--- src/rtl/mips_mc_control_pkg.sv ---
// mips_mc_control_pkg: state codes, opcodes and select encodings for the multi-cycle MIPS control FSM
package mips_mc_control_pkg;
   typedef enum logic [3:0] {
      IDLE      = 4'd0,
      FETCH     = 4'd1,
      DECODE    = 4'd2,
      MEM_ADDR  = 4'd3,
      MEM_READ  = 4'd4,
      MEM_WB    = 4'd5,
      MEM_WRITE = 4'd6,
      R_EXEC    = 4'd7,
      R_WB      = 4'd8,
      ADDI_EXEC = 4'd9,
      ADDI_WB   = 4'd10,
      BRANCH    = 4'd11,
      JUMP      = 4'd12,
      JAL       = 4'd13,
      TRAP      = 4'd15
   } state_t;
   localparam logic [5:0] OP_RTYPE = 6'b000000;
   localparam logic [5:0] OP_LW    = 6'b100011;
   localparam logic [5:0] OP_SW    = 6'b101011;
   localparam logic [5:0] OP_ADDI  = 6'b001000;
   localparam logic [5:0] OP_BEQ   = 6'b000100;
   localparam logic [5:0] OP_BNE   = 6'b000101;
   localparam logic [5:0] OP_J     = 6'b000010;
   localparam logic [5:0] OP_JAL   = 6'b000011;
   localparam logic [2:0] ULA_ADD   = 3'b000;
   localparam logic [2:0] ULA_SUB   = 3'b001;
   localparam logic [2:0] ULA_FUNCT = 3'b010;
   localparam logic [1:0] SRCB_REG    = 2'b00;
   localparam logic [1:0] SRCB_FOUR   = 2'b01;
   localparam logic [1:0] SRCB_IMM    = 2'b10;
   localparam logic [1:0] SRCB_IMM_SH = 2'b11;
   localparam logic [1:0] PC_ULA    = 2'b00;
   localparam logic [1:0] PC_BRANCH = 2'b01;
   localparam logic [1:0] PC_JUMP   = 2'b10;
   localparam logic [1:0] DST_RT = 2'b00;
   localparam logic [1:0] DST_RD = 2'b01;
   localparam logic [1:0] DST_RA = 2'b10;
   function automatic logic is_final(state_t s);
      return s inside {MEM_WB, MEM_WRITE, R_WB, ADDI_WB, BRANCH, JUMP, JAL};
   endfunction
endpackage

--- src/rtl/mc_wait_timer.sv ---
// mc_wait_timer: counts mem_ready-low cycles spent in one memory state and flags the last tolerated one
module mc_wait_timer #(
   parameter int WAIT_LIMIT = 15
) (
   input  logic clock,
   input  logic reset,
   input  logic clear,
   input  logic en,
   input  logic mem_ready,
   output logic timeout
);
   localparam int CW = WAIT_LIMIT > 1 ? $clog2(WAIT_LIMIT) : 1;
   logic [CW-1:0] cnt;
   always_ff @(posedge clock or negedge reset)
      if (!reset) cnt <= '0;
      else if (clear) cnt <= '0;
      else if (en && !mem_ready) cnt <= cnt + CW'(1);
   assign timeout = (WAIT_LIMIT > 0) && en && !mem_ready && (cnt == CW'(WAIT_LIMIT - 1));
endmodule

--- src/rtl/mips_mc_control.sv ---
// mips_mc_control: multi-cycle FETCH/DECODE/EXEC/MEM/WB sequencer with memory-wait timeout and illegal-opcode trap
module mips_mc_control
   import mips_mc_control_pkg::*;
#(
   parameter int WAIT_LIMIT = 15,
   parameter int CNT_W      = 32
) (
   input  logic             clock,
   input  logic             reset,
   input  logic [5:0]       opcode,
   input  logic             zero,
   input  logic             mem_ready,
   output logic             PCWrite,
   output logic             IorD,
   output logic             MemRead,
   output logic             MemWrite,
   output logic             IRWrite,
   output logic             MemtoReg,
   output logic [1:0]       RegDst,
   output logic             isJAL,
   output logic             RegWrite,
   output logic             ALUSrcA,
   output logic [1:0]       ALUSrcB,
   output logic [2:0]       ula_operation,
   output logic [1:0]       PCSource,
   output logic [3:0]       state,
   output logic             illegal_op,
   output logic             mem_timeout,
   output logic [CNT_W-1:0] instr_count
);
   state_t cur, nxt;
   logic timeout;
   assign state = cur;
   // any state change restarts the wait count, so each memory state starts from zero
   mc_wait_timer #(.WAIT_LIMIT(WAIT_LIMIT)) u_timer (
      .clock     (clock),
      .reset     (reset),
      .clear     (nxt != cur),
      .en        (cur inside {FETCH, MEM_READ, MEM_WRITE}),
      .mem_ready (mem_ready),
      .timeout   (timeout)
   );
   always_ff @(posedge clock or negedge reset)
      if (!reset) begin
         cur         <= IDLE;
         illegal_op  <= 1'b0;
         mem_timeout <= 1'b0;
         instr_count <= '0;
      end else begin
         cur <= nxt;
         if (cur == DECODE && nxt == TRAP) illegal_op <= 1'b1;
         if (timeout) mem_timeout <= 1'b1;
         if (is_final(cur) && nxt == FETCH) instr_count <= instr_count + CNT_W'(1);
      end
   always_comb begin
      nxt           = cur;
      PCWrite       = 1'b0;
      IorD          = 1'b0;
      MemRead       = 1'b0;
      MemWrite      = 1'b0;
      IRWrite       = 1'b0;
      MemtoReg      = 1'b0;
      RegDst        = DST_RT;
      isJAL         = 1'b0;
      RegWrite      = 1'b0;
      ALUSrcA       = 1'b0;
      ALUSrcB       = SRCB_REG;
      ula_operation = ULA_ADD;
      PCSource      = PC_ULA;
      case (cur)
         IDLE: nxt = FETCH;
         FETCH: begin
            MemRead = 1'b1;
            ALUSrcB = SRCB_FOUR;
            IRWrite = mem_ready;
            PCWrite = mem_ready;
            nxt     = mem_ready ? DECODE : timeout ? TRAP : FETCH;
         end
         DECODE: begin
            ALUSrcB = SRCB_IMM_SH;
            case (opcode)
               OP_RTYPE:      nxt = R_EXEC;
               OP_LW, OP_SW:  nxt = MEM_ADDR;
               OP_ADDI:       nxt = ADDI_EXEC;
               OP_BEQ, OP_BNE: nxt = BRANCH;
               OP_J:          nxt = JUMP;
               OP_JAL:        nxt = JAL;
               default:       nxt = TRAP;
            endcase
         end
         MEM_ADDR: begin
            ALUSrcA = 1'b1;
            ALUSrcB = SRCB_IMM;
            nxt     = opcode == OP_SW ? MEM_WRITE : MEM_READ;
         end
         MEM_READ: begin
            MemRead = 1'b1;
            IorD    = 1'b1;
            nxt     = mem_ready ? MEM_WB : timeout ? TRAP : MEM_READ;
         end
         MEM_WB: begin
            MemtoReg = 1'b1;
            RegWrite = 1'b1;
            nxt      = FETCH;
         end
         MEM_WRITE: begin
            MemWrite = 1'b1;
            IorD     = 1'b1;
            nxt      = mem_ready ? FETCH : timeout ? TRAP : MEM_WRITE;
         end
         R_EXEC: begin
            ALUSrcA       = 1'b1;
            ula_operation = ULA_FUNCT;
            nxt           = R_WB;
         end
         R_WB: begin
            RegDst   = DST_RD;
            RegWrite = 1'b1;
            nxt      = FETCH;
         end
         ADDI_EXEC: begin
            ALUSrcA = 1'b1;
            ALUSrcB = SRCB_IMM;
            nxt     = ADDI_WB;
         end
         ADDI_WB: begin
            RegWrite = 1'b1;
            nxt      = FETCH;
         end
         BRANCH: begin
            ALUSrcA       = 1'b1;
            ula_operation = ULA_SUB;
            PCSource      = PC_BRANCH;
            PCWrite       = opcode == OP_BNE ? ~zero : zero;
            nxt           = FETCH;
         end
         JUMP: begin
            PCSource = PC_JUMP;
            PCWrite  = 1'b1;
            nxt      = FETCH;
         end
         JAL: begin
            PCSource = PC_JUMP;
            PCWrite  = 1'b1;
            RegDst   = DST_RA;
            isJAL    = 1'b1;
            RegWrite = 1'b1;
            nxt      = FETCH;
         end
         TRAP: nxt = TRAP;
         default: nxt = IDLE;
      endcase
   end
endmodule

--- config.mk ---
export PLATFORM = sky130hd
export DESIGN_NAME = mips_mc_control
export DESIGN_NICKNAME = d
export VERILOG_FILES = /design/src/rtl/mips_mc_control_pkg.sv /design/src/rtl/mc_wait_timer.sv /design/src/rtl/mips_mc_control.sv
export SDC_FILE = /design/constraint.sdc
export NUM_CORES = 1
export LEC_CHECK = 0
export BUFFER_PORTS_ARGS = -buffer_cell sky130_fd_sc_hd__buf_2
export CAP_MARGIN = 20
export CORE_AREA = 2 2 73 75
export DETAILED_ROUTE_END_ITERATION = 6
export DIE_AREA = 0 0 75 77
export PLACE_DENSITY_LB_ADDON = 0.3
export SYNTH_ARGS = -nofsm -noshare
export SYNTH_HDL_FRONTEND = slang
export SYNTH_SLANG_ARGS = --single-unit
--- constraint.sdc ---
create_clock -name clock -period 2.3 [get_ports clock]
set_input_delay 0.23 -clock clock [delete_from_list [all_inputs] [get_ports clock]]
set_output_delay 0.23 -clock clock [all_outputs]
set_load 0.02 [all_outputs]
==> impl_results.md <==
- Status: finished, final reports clean
- R2R cell count: 6
- Worst R2R Start: state[0]
- Period minus WS final: about 2.2 ns
- Worst slew pin tran: roughly 0.93 ns
- Arrival @ worst endpoint: ~2.4 ns
- Cell Count, Final, Fillers Out: approximately 410
- Clock latency on the worst-skew pair: 0.29 ns
- Ports: 66
- Max Cap Violations: 0
- Vias in the first global route: 2,129
- Yosys reg bits: 42
- CTS Hold Buffers Added: 0
- Core area: 4980 um2
- Htree depth: 2
- XOR/XNOR Fraction of Synth Area: 0.122
- Total Power: roughly 0.0028 W
- RSZ-0062 raised after global routing: no
- Drt total wl: 5520 um
- Cell Pwr Density: roughly 900 nW/um2
- # setup viols final: 0
- Starting density of the core: 0.518
- CTS tree: built
- Crit path max fanout: 24
- Core Rows: 26
- Setup TNS: 0 ns
- Post-synth ARST share: 1.00
- Fillers: ~460
- HP Class: input pin to async pin
- WL/cell: roughly 13 um
- Worst setup path start: state[0]
- Max IR drop VDD: ~560 uV
- Post-Synth Simple-Gate Area: 0.305
- Fin nets: approximately 360
- Postcts setup bufs: 0
- Fin. Hold Viols: 0
- Reg-to-Reg End: instr_count[13]
- Vias: between 2k and 2.5k
- Mapped Nets: 289
- Bufs on Longest Clock Path: 2
- Root Buffer: clkbuf_8
- Synth Area in Compound Gates: 0.0883
- Adder-cell area share of the yosys netlist: 0.0145
- DR pass1 iterations: 4
- Mux cell area share after synthesis: 0.00388
- Starting DRT DRC Count: 120
- Final Max Tran Viols: 0
- Area delta synth->final: 19.1%
- Placed Cells: roughly 410
- Sequential element share of the synthesized area: 0.407
- Cts bufs inserted: 5
- Largest net degree at the start of global routing: 43
- Largest family of logic cells by synthesized area: simple AND/OR/NAND/NOR gates
- Antenna viol nets, final: 0
- EDFF count, synth: 0
- Count of cell types in the netlist: between 50 and 60
- Port bufs: between 60 and 70
- P_leak: roughly 1.3 nW
- Vias/cell: around 5.5
- Yosys warns: 0
- GP Congestion: around 0.9
- Slack of the worst reg-to-reg path: 0.14 ns
- Max_slew headroom: 0.378
- Post-Syn Area: between 2000 and 3000 um2
- Number of clock sinks: 42
- DIE AREA: a little under 6000 um2
- Area of the multi-input gates: about 1400 um2
- Worst setup EP type: flip-flop
- Die Ht: between 70 and 80 um
- Register area: ~1100 um2
- CP required: 2.52 ns
- Layout cells sized above 1: 0.283
- Ant diodes: 0
- Cts repair resizes: 0
- Critical path capture point: instr_count[13]
- Final worst path period share: 0.940
- Max Clk Rate: between 400 and 500 MHz
- WS Path Type: flip-flop to flip-flop
- Top_reg_cell synth: dfrtp_1
- Most common cell after layout, fill and taps aside: buf_2
- Syn Area/Cell: approximately 9.3 um2
- Chip width: around 75 um
- Gr ovfl total: 0
- Initial antenna violation count: 0
- Commonest cells after routing, fill and taps aside: 64 x buf_2, 42 x dfrtp_1, 33 x nor2_1
- CP startpoint kind: flip-flop
- Syn Inst Count: 276
- Final clock skew: around 0.0043 ns
- First-pass GRT wire length: about 9300 um
- Gr usage total: 0.200
- Final HPWL DP: around 4200 um
- Reg clk slew, reported paths: ~0.080 ns
- DRC: 0
[synthesized netlist by cell type, drive strengths merged (2+ instances only)]
master / count / area (um2)
nor4: 15 / 176
buf: 9 / 83.8
nor2: 33 / 124
a31oi: 3 / 18.8
o21ai: 6 / 30.0
xnor2: 18 / 158
nor3b: 2 / 15.0
clkbuf: 7 / 26.3
a21boi: 3 / 22.5
o21bai: 2 / 15.0
nand2b: 6 / 37.5
nand4: 8 / 56.3
nand3b: 4 / 30.0
a21oi: 5 / 25.0
inv: 10 / 37.5
or2: 3 / 18.8
nor2b: 3 / 18.8
xor2: 18 / 158
nor3: 9 / 45.0
o22ai: 2 / 18.8
ha: 3 / 37.5
nand3: 14 / 70.1
and3: 3 / 18.8
dfrtp: 42 / 1050
nand2: 26 / 97.6
[power by group]
part           internal [W]  total, W  switching (W)
combinational      0.000541   0.00139       0.000845
sequential         0.000826  0.000928       0.000102
clock              0.000214  0.000465       0.000251
[flip-flops by register name (all words and copies together), names as in the netlist]
signal and cells:
illegal_op 1, state 4, mem_timeout 1, instr_count 32
u_timer.cnt 4
[metal layers]
layer | share of wire | vias up | GRT usage
met3 | 0.050 | 6 | 0.0486
met4 | 0.0076 | 0 | 0.0625
li1 | - | 1101 | -
met2 | 0.53 | 64 | 0.341
met1 | 0.41 | 1087 | 0.243
met5 | 0 | - | 0
[stage by stage]
stage	hold slack [ns]	util	instance area, um2	setup WS [ns]
floorplan	-0.0656	-	2580	0.0946
global placement	0.419	0.600	2990	0.277
detailed placement	0.420	0.600	2990	0.180
CTS	0.106	0.617	3070	0.158
global route	0.142	0.617	3070	0.0142
finish	0.0759	0.617	3070	0.139
[worst min path at each step]
stage | startpoint | endpoint | slack (ns) | cells past startpoint
6_report | reset | instr_count[24] | 0.08 | 1
5_1_grt | reset | instr_count[26] | 0.14 | 1
3_5_place_dp | reset | instr_count[26] | 0.42 | 1
4_1_cts | reset | instr_count[26] | 0.11 | 1
2_1_floorplan | reset | illegal_op | -0.07 | 0
3_3_place_gp | reset | instr_count[26] | 0.42 | 1
[cell families after synthesis]
| family | Yosys count |
|---|---|
| simple gates | 135 |
| flops | 42 |
| xor+xnor | 36 |
| compound gates | 32 |
| buf+inv | 26 |
| fa+ha+maj | 3 |
| other cells | 1 |
| mux | 1 |
[critical path: stages (launching register included)]
cell and delay, ns:
dfrtp_1 0.46, or3b_1 0.40, and4_4 0.21, or2_1 0.24, buf_12 0.18, nor4_1 0.42
xor2_1 0.17
[area by class of cell]
type	count	area share
sequential	42	0.342
clock buffer	6	0.0236
timing repair buffer	75	0.139
tap	70	0.0285
inverter	10	0.0122
clock inverter	2	0.00448
multi-input combinational	208	0.450
No activity file was read; power rests on OpenSTA's default activity.
